<file path="src/rtl/mips_pkg.sv">
`default_nettype none
// ============================================================================
//  Module      : mips_pkg
//  Description : Shared definitions for the MIPS monocycle core front end.
//                Fetch state encoding and fault-cause codes.
//  Revision    : 1.0 - initial release
// ============================================================================
package mips_pkg;

    // Fetch sequencer states
    typedef enum logic [2:0] {
        ST_IDLE  = 3'd0,
        ST_REQ   = 3'd1,
        ST_WAIT  = 3'd2,
        ST_HOLD  = 3'd3,
        ST_FAULT = 3'd4
    } fetch_state_e;

    // Fault cause codes reported on fault_cause
    localparam logic [1:0] FC_NONE     = 2'b00;
    localparam logic [1:0] FC_BUS      = 2'b01;
    localparam logic [1:0] FC_MISALIGN = 2'b10;
    localparam logic [1:0] FC_TIMEOUT  = 2'b11;

endpackage : mips_pkg
`default_nettype wire

</file>
<file path="src/rtl/fetch_watchdog.sv">
`default_nettype none
// ============================================================================
//  Module      : fetch_watchdog
//  Description : Clear/enable cycle counter with terminal-count flag. Counts
//                enabled cycles since the last clear; terminal is high during
//                the LIMIT-th enabled cycle.
//  Ports       : clk, rst_n  - clock, async active-low reset
//                clear      - synchronous clear (priority over enable)
//                enable     - count this cycle
//                terminal   - current cycle is the LIMIT-th counted cycle
//  Revision    : 1.0 - initial release
// ============================================================================
module fetch_watchdog #(
    parameter int LIMIT = 16
) (
    input  logic clk,
    input  logic rst_n,
    input  logic clear,
    input  logic enable,
    output logic terminal
);

    localparam int              c_width = $clog2(LIMIT + 1);
    localparam logic [c_width-1:0] c_last = c_width'(LIMIT - 1);

    logic [c_width-1:0] r_count;

    always_ff @(posedge clk or negedge rst_n) begin
        if (!rst_n) begin
            r_count <= '0;
        end else if (clear) begin
            r_count <= '0;
        end else if (enable && !terminal) begin
            // Saturates at the terminal value so the flag cannot wrap away
            r_count <= r_count + 1'b1;
        end
    end

    assign terminal = enable && (r_count == c_last);

endmodule : fetch_watchdog
`default_nettype wire

</file>
<file path="src/rtl/fetch_unit.sv">
`default_nettype none
// ============================================================================
//  Module      : fetch_unit
//  Description : Sequential instruction-fetch stage. Owns the architectural
//                PC, issues valid/ready requests to instruction memory, holds
//                the returned word until the datapath consumes it, and then
//                commits next_pc. Faults (bus error, misaligned next_pc,
//                optional timeout) are sticky until reset.
//  Ports       : clk, rst_n                 - clock, async active-low reset
//                fetch_en                   - permit a new fetch
//                next_pc                    - PC-source mux output
//                imem_req_valid/ready/addr  - memory request channel
//                imem_rsp_valid/data/err    - memory response channel
//                instr_valid/ready, instr   - datapath handoff
//                pc                         - PC of held/requested word
//                fault, fault_cause, fault_pc - sticky fault report
//  Options     : FETCH_TIMEOUT_EN - build the WAIT-state watchdog
//  Revision    : 1.0 - initial release
// ============================================================================
module fetch_unit #(
    parameter logic [31:0] RESET_PC       = 32'h0000_0000,
    parameter int          TIMEOUT_CYCLES = 16
) (
    input  logic        clk,
    input  logic        rst_n,
    input  logic        fetch_en,
    input  logic [31:0] next_pc,
    output logic        imem_req_valid,
    input  logic        imem_req_ready,
    output logic [31:0] imem_addr,
    input  logic        imem_rsp_valid,
    input  logic [31:0] imem_rsp_data,
    input  logic        imem_rsp_err,
    output logic        instr_valid,
    input  logic        instr_ready,
    output logic [31:0] instr,
    output logic [31:0] pc,
    output logic        fault,
    output logic [1:0]  fault_cause,
    output logic [31:0] fault_pc
);

    import mips_pkg::*;

    fetch_state_e r_state;
    fetch_state_e w_next_state;

    logic [31:0] r_pc;
    logic [31:0] r_instr;
    logic [1:0]  r_fault_cause;
    logic [31:0] r_fault_pc;

    logic        w_pc_load;
    logic        w_instr_load;
    logic        w_fault_load;
    logic [1:0]  w_fault_cause_nxt;
    logic [31:0] w_fault_pc_nxt;
    logic        w_in_wait;
    logic        w_wd_tc;

    assign w_in_wait = (r_state == ST_WAIT);

`ifdef FETCH_TIMEOUT_EN
    fetch_watchdog #(
        .LIMIT    (TIMEOUT_CYCLES)
    ) u_watchdog (
        .clk      (clk),
        .rst_n    (rst_n),
        .clear    (!w_in_wait),
        .enable   (w_in_wait),
        .terminal (w_wd_tc)
    );
`else
    logic [31:0] w_unused_timeout;
    assign w_unused_timeout = TIMEOUT_CYCLES;
    assign w_wd_tc          = 1'b0;
`endif

    // ------------------------------------------------------------------
    // State register
    // ------------------------------------------------------------------
    always_ff @(posedge clk or negedge rst_n) begin
        if (!rst_n) begin
            r_state <= ST_IDLE;
        end else begin
            r_state <= w_next_state;
        end
    end

    // ------------------------------------------------------------------
    // Next-state and register-load decode
    // ------------------------------------------------------------------
    always_comb begin
        w_next_state      = r_state;
        w_pc_load         = 1'b0;
        w_instr_load      = 1'b0;
        w_fault_load      = 1'b0;
        w_fault_cause_nxt = FC_NONE;
        w_fault_pc_nxt    = '0;

        case (r_state)
            ST_IDLE: begin
                if (fetch_en) begin
                    w_next_state = ST_REQ;
                end
            end
            ST_REQ: begin
                // A response in the acceptance cycle is not looked at here
                if (imem_req_ready) begin
                    w_next_state = ST_WAIT;
                end
            end
            ST_WAIT: begin
                // A response coinciding with the watchdog limit wins
                if (imem_rsp_valid) begin
                    if (imem_rsp_err) begin
                        w_next_state      = ST_FAULT;
                        w_fault_load      = 1'b1;
                        w_fault_cause_nxt = FC_BUS;
                        w_fault_pc_nxt    = r_pc;
                    end else begin
                        w_next_state = ST_HOLD;
                        w_instr_load = 1'b1;
                    end
                end else if (w_wd_tc) begin
                    w_next_state      = ST_FAULT;
                    w_fault_load      = 1'b1;
                    w_fault_cause_nxt = FC_TIMEOUT;
                    w_fault_pc_nxt    = r_pc;
                end
            end
            ST_HOLD: begin
                if (instr_ready) begin
                    w_pc_load = 1'b1;
                    if (next_pc[1:0] != 2'b00) begin
                        w_next_state      = ST_FAULT;
                        w_fault_load      = 1'b1;
                        w_fault_cause_nxt = FC_MISALIGN;
                        w_fault_pc_nxt    = next_pc;
                    end else if (fetch_en) begin
                        w_next_state = ST_REQ;
                    end else begin
                        w_next_state = ST_IDLE;
                    end
                end
            end
            ST_FAULT: begin
                // Sticky: only reset leaves
            end
            default: begin
                w_next_state = ST_IDLE;
            end
        endcase
    end

    // ------------------------------------------------------------------
    // Datapath registers
    // ------------------------------------------------------------------
    always_ff @(posedge clk or negedge rst_n) begin
        if (!rst_n) begin
            r_pc          <= RESET_PC;
            r_instr       <= '0;
            r_fault_cause <= FC_NONE;
            r_fault_pc    <= '0;
        end else begin
            if (w_pc_load) begin
                r_pc <= next_pc;
            end
            if (w_instr_load) begin
                r_instr <= imem_rsp_data;
            end
            if (w_fault_load) begin
                r_fault_cause <= w_fault_cause_nxt;
                r_fault_pc    <= w_fault_pc_nxt;
            end
        end
    end

    // Outputs come only from registers or the state decode
    assign imem_req_valid = (r_state == ST_REQ);
    assign imem_addr      = r_pc;
    assign instr_valid    = (r_state == ST_HOLD);
    assign instr          = r_instr;
    assign pc             = r_pc;
    assign fault          = (r_state == ST_FAULT);
    assign fault_cause    = r_fault_cause;
    assign fault_pc       = r_fault_pc;

endmodule : fetch_unit
`default_nettype wire

</file>
<file path="config.mk">
export PLATFORM = sky130hd
export DESIGN_NAME = fetch_unit
export DESIGN_NICKNAME = d
export VERILOG_FILES = /design/src/rtl/mips_pkg.sv /design/src/rtl/fetch_watchdog.sv /design/src/rtl/fetch_unit.sv
export SDC_FILE = /design/constraint.sdc
export NUM_CORES = 1
export LEC_CHECK = 0
export BUFFER_PORTS_ARGS = -buffer_cell sky130_fd_sc_hd__buf_4
export CAP_MARGIN = 20
export CORE_ASPECT_RATIO = 1.25
export CORE_MARGIN = 1.5
export CORE_UTILIZATION = 30
export DETAILED_ROUTE_END_ITERATION = 12
export PLACE_DENSITY = 0.67
export SYNTH_ARGS = -nofsm -noshare
export SYNTH_HDL_FRONTEND = slang
export SYNTH_SLANG_ARGS = --single-unit
</file>
<file path="constraint.sdc">
create_clock -name clk -period 2.3 [get_ports clk]
set_input_delay 0.46 -clock clk [delete_from_list [all_inputs] [get_ports clk]]
set_output_delay 0.46 -clock clk [all_outputs]
set_load 0.03 [all_outputs]
</file>
==> results.json, run 1 <==
{
  "cts_max_path_buffers": 2,
  "ir_drop_mv": 0.794,
  "nNetsFinal": 652,
  "seq_area_frac_synth_pct": 58.0,
  "hp-class": "in2async",
  "die_area_mm2": 0.0153,
  "power.density_mw_per_mm2": 1610,
  "clk_pin_slew_ns": 0.07,
  "timing.final.ws_setup_ns": 0.407,
  "drc_errors": 0,
  "finalCritPeriodShare_pct": 82.3,
  "track_usage_pct": 14.1,
  "die_height_um": 138,
  "drv_slew": 0,
  "grt_max_degree": 55,
  "synth_top_area_share_pct": 58.0,
  "critPathKind": "reg2out",
  "leakage_nw": 3.25,
  "maxCapViolations": 0,
  "ant_nets": 0,
  "status": "finished, final reports clean",
  "clk_latency_ns": 0.34,
  "drive_gt1_share_pct": 45.6,
  "syn-num-nets": 481,
  "ys_warn_count": 0,
  "critPathRequiredTime_ns": 1.84,
  "grt_pass1_vias": 3304,
  "synth_top_cell_by_area": "dfrtp_1",
  "vias": 3516,
  "synth_area_per_cell_um2": 10.6,
  "ctsResizeCount": 0,
  "wl_per_cell_um": 14.5,
  "via_per_inst": 4.60,
  "synth.area.top_cells": "dfrtp_1, nand2_1, mux2_2",
  "final_common_cell": "buf_4",
  "arrival_ns": 1.43,
  "io_buffers": 203,
  "detailedPlace.worstSlack_ns": 0.522,
  "cts_hold_buf": 0,
  "final_hold_viol_count": 0,
  "fp.dieW_um": 111,
  "postCtsSetupBuffers": 0,
  "hold_ws_ns": 0.0911,
  "power_mw": 9.85,
  "cts_tree": "done",
  "cp_max_fo": 9,
  "dp_hpwl_um": 8070,
  "drt_pass1_iterations": 5,
  "place_congestion": 0.796,
  "routed_wl_um": 11100,
  "antennaDiodeCount": 0,
  "layout_common_cells": "buf_4, nand2_1, dfrtp_1, a22oi_1, mux2_2",
  "grt_pass1_wl_um": 17300,
  "fmax_mhz": 528,
  "clock-root-buffer": "clkbuf_16",
  "startpoint_type": "flip-flop",
  "rsz0062_at_grt": "no",
  "finalSetupViolations": 0,
  "end_kind": "output pin",
  "fin_tns_setup_ns": 0,
  "fin_worst_skew_ns": 0.00878,
  "cts_buffers": 9,
  "fin_crit_ns": 1.89,
  "cts_max_level": 3,
  "worst_pin_slew_ns": 0.598,
  "antenna_found_initial": 0,
  "rows": 49,
  "maxSlewHeadroom_pct": 60.1,
  "ys_ff_latch": 101,
  "area_growth_pct": 40.5,
  "syn_inst": 410,
  "netlist_area_mm2": 0.00436,
  "core-area_mm2": 0.0143,
  "io_pins": 204,
  "yosysUniqueCellTypes": 32,
  "drt_iter0_markers": 109,
  "grt_overflow": 0,
  "start_util_pct": 30.5,
  "cts_num_sinks": 101
}
-- synthesized netlist by cell type (all sizes together) --
cell type,instances
a21oi,1
a31oi,1
dfrtp,101
clkbuf,4
a21o,3
a21boi,1
a211oi,1
mux2,32
nor2,5
nand3,1
a22oi,31
nand4b,1
a2bb2oi,1
nand2b,2
and3,1
buf,51
and4,1
nor2b,1
o21ai,3
mux2i,2
and4bb,1
and2b,1
nand2,155
o32a,1
and2,2
a221o,1
inv,4
or2,1
-- metal layers --
metal	routed length [µm]	vias to the layer above	global-route usage, %
li1	-	1650	-
met1	4780	1704	18.0
met2	5370	152	23.5
met3	776	10	3.83
met4	123	0	4.56
met5	0	-	0
-- sequential cells by signal (all words and copies together) (netlist names) --
name         flops
fault_cause      2
fault_pc        32
imem_addr       32
instr           32
r_state          3
-- layout make-up --
cell class | instances | area (µm²)
Inverter | 4 | 15.0
Timing Repair Buffer | 215 | 1640
Clock buffer | 9 | 225
Multi-Input combinational cell | 250 | 1440
Clock inverter | 7 | 51.3
Tap cell | 178 | 223
Fill cell | 1366 | 8170
Sequential cell | 101 | 2530
-- logic make-up (layout without fill, tap and decap cells) --
group,after synthesis,in the layout,synth area share (%)
flip-flops,101,101,58.0
AND/OR/NAND/NOR,172,172,15.9
multiplexers,34,34,9.16
AO/OA/AOI/OAI,44,44,7.47
buffers and inverters,59,235,9.39
-- stage by stage --
stage	utilization [%]	instances	instance area, µm²
after floorplan	-	410	4360
after detailed placement	40.9	748	5840
final	42.8	764	6120
after global routing	42.8	764	6120
after global placement	40.9	748	5840
after CTS	42.8	764	6120
-- power by group --
group | internal [mW] | leakage [nW] | switching (mW) | total [mW]
Sequential | 2.59 | 1.26 | 0.633 | 3.22
Clock | 0.737 | 0.132 | 0.664 | 1.40
Combinational | 2.01 | 1.85 | 3.23 | 5.23
-- path summary, 6_finish.rpt --
check | startpoint | endpoint | slack [ns] | cells after the start
setup / recovery | r_state[1] | fault | 0.41 | 3
hold / removal | rst_n | instr[7] | 0.09 | 2
setup reg to reg | r_state[0] | fault_pc[8] | 0.49 | 5
hold reg to reg | fault_pc[5] | fault_pc[5] | 0.48 | 2
max in group asynchronous | rst_n | fault_pc[31] | 1.65 | 2
min in group clk | next_pc[2] | imem_addr[2] | 0.32 | 3
-- worst max-delay path, stage by stage, from the launching register on --
cell and delay (ns):
dfrtp_1 0.47, or2_2 0.37, nor2_1 0.10, buf_4 0.16
No activity file was read; power rests on OpenSTA's default activity.
==> inputs of run 2 (changes only) <==
- PLACE_DENSITY: 0.67 -> 0.69
- clock period: 2.3 -> 1.7 ns (I/O delays scaled with it)
==> run 2 against run 1 <==
Effect of this change:
- flip-flop and latch count did not move
- clock-buffer cell count grew 2
- critical path depth rose by 1
- worst hold slack lost 0.076 ns
- die area unchanged
- clock skew decreased by 0.0034 ns
- total power rose by 39%
- core utilization rose by 0.81 points
- critical path type unchanged
==> results.json, run 2 (same netlist as run 1, synthesis figures left out) <==
{
  "power.density_mw_per_mm2": 2190,
  "cp_top_family": "flip-flops",
  "hold_ws_ns": 0.0151,
  "leakage_nw": 3.31,
  "r2r_cells": 5,
  "start_util_pct": 30.5,
  "rsz0062_at_grt": "yes",
  "dp_hpwl_um": 8460,
  "maxSlewHeadroom_pct": 62.0,
  "status": "finished, final reports clean",
  "stdcell_area_mm2": 0.00624,
  "drt_iter0_markers": 102,
  "place_inst": 753,
  "cts_num_sinks": 101,
  "cts_buffers": 9,
  "drt_pass1_iterations": 4,
  "routed_wl_um": 11600,
  "crit_chain": "buf_6 -> or2_4 -> nor2_4 -> buf_6",
  "fmax_mhz": 595,
  "startpoint_type": "flip-flop",
  "antenna_found_initial": 0,
  "grt_overflow": 0,
  "drv_slew": 0,
  "clk_pin_slew_ns": 0.07,
  "ant_nets": 0,
  "fin_worst_skew_ns": 0.00541,
  "io_buffers": 203,
  "area_growth_pct": 43.2,
  "cts_max_level": 3,
  "clock-root-buffer": "clkbuf_16",
  "finalSetupViolations": 0,
  "core-area_mm2": 0.0143,
  "io_pins": 204,
  "grt_pass1_wl_um": 18100,
  "finalCritPeriodShare_pct": 98.8,
  "vias": 3565,
  "grt_max_degree": 102,
  "drive_gt1_share_pct": 46.5,
  "worst_pin_slew_ns": 0.569,
  "place_congestion": 0.838,
  "dpl-instance-area_mm2": 0.00591,
  "nNetsFinal": 659,
  "arrival_ns": 1.34,
  "crit_buf_inv": 2,
  "cts_max_path_buffers": 2,
  "intPower_mw": 7.51,
  "critPathRequiredTime_ns": 1.36,
  "clk_latency_ns": 0.34,
  "switching_share_pct": 45.1,
  "fp.dieW_um": 111,
  "antennaDiodeCount": 0,
  "final_common_cell": "buf_4",
  "final_hold_viol_count": 0,
  "p_clk_share_pct": 14.9,
  "path_common_cell": "buf_6",
  "ir_drop_mv": 1.01,
  "finalNonFillerCells": 771,
  "cp_max_fo": 8,
  "die_height_um": 138,
  "critPathSlowestCell": "dfrtp_1",
  "layout_common_cells": "buf_4, nand2_1, dfrtp_1, a22oi_1, mux2_2",
  "pwr-share-comb_pct": 53.4,
  "end_kind": "output pin",
  "slowest_delay_ns": 0.39,
  "fin_crit_ns": 1.68,
  "wl_per_cell_um": 15.1,
  "maxCapViolations": 0,
  "via_per_inst": 4.62,
  "r2r_start": "r_state[1]",
  "p_switching_mw": 6.17,
  "track_usage_pct": 14.9,
  "die_area_mm2": 0.0153,
  "rows": 49,
  "hp-class": "in2async",
  "drc_errors": 0,
  "critPathKind": "reg2out",
  "grt_pass1_vias": 3530,
  "cts_tree": "done",
  "worstReg2RegEnd": "fault_pc[15]",
  "r2r_slack_ns": 0.11,
  "pwr-share-seq_pct": 31.7
}
-- run 2: cell types whose count changed in the layout (fill, tap and decap cells not counted), moves of 2 or more --
cell,previous run,this run
buf_4,213,215
clkinv_4,2,0
buf_12,2,4
buf_6,0,3
clkinv_2,2,4
clkinvlp_4,2,0
-- run 2: how the worst max path moves through the flow --
stage / startpoint / end / slack, ns / cells past startpoint
after floorplan: r_state[0] / instr[1] / 0.09 / 6
after global placement: imem_rsp_valid / instr[4] / 0.15 / 5
after detailed placement: r_state[2] / instr[13] / 0.13 / 4
after CTS: r_state[0] / fault / -0.03 / 4
after global routing: r_state[0] / fault / -0.03 / 4
final: r_state[0] / fault / 0.02 / 4
-- run 2: metal layers --
layer  wire length, µm  share of wire [%]  up-vias  track usage, %
met4               312                2.7        0            7.55
met3               838                7.2       18            3.78
met2              5950                 51      149            25.8
met5                 0                  0        -               0
met1              4510                 39     1734            17.3
li1                  -                  -     1664               -
-- run 2: stage by stage --
stage          worst slack (ns)  power (mW)  setup TNS, ns  util (%)
2_1_floorplan            0.0903        9.04              0         -
6_report                 0.0206        13.7              0      43.7
4_1_cts                 -0.0322        13.8        -0.0322      43.5
5_1_grt                 -0.0343        14.4        -0.0854      43.7
3_5_place_dp              0.127        11.7              0      41.3
3_3_place_gp              0.148        11.5              0      41.3
-- run 2: repair_timing --
| action | CTS | global route |
|---|---|---|
| pin swaps | 1 | 1 |
| setup endpoints to repair | 2 | 28 |
| buffers inserted | 0 | 3 |
| hold endpoints to repair | 0 | 0 |
| hold buffers | 0 | 0 |
| gates resized for setup | 6 | 2 |
-- run 2: power groups by stage --
stage	Clock (mW)	Combinational, mW	Sequential [mW]
global placement	0	7.20	4.29
floorplan	0	2.74	6.31
CTS	2.12	7.33	4.35
finish	2.03	7.31	4.34
global route	2.21	7.71	4.50
detailed placement	0	7.30	4.37
-- run 2: layout make-up --
cell class	instances	area [µm²]
Inverter	4	15.0
Timing Repair Buffer	222	1730
Fill cell	1374	8050
Multi-Input combinational cell	250	1450
Clock buffer	11	243
Clock inverter	5	50.0
Tap cell	178	223
Sequential cell	101	2530
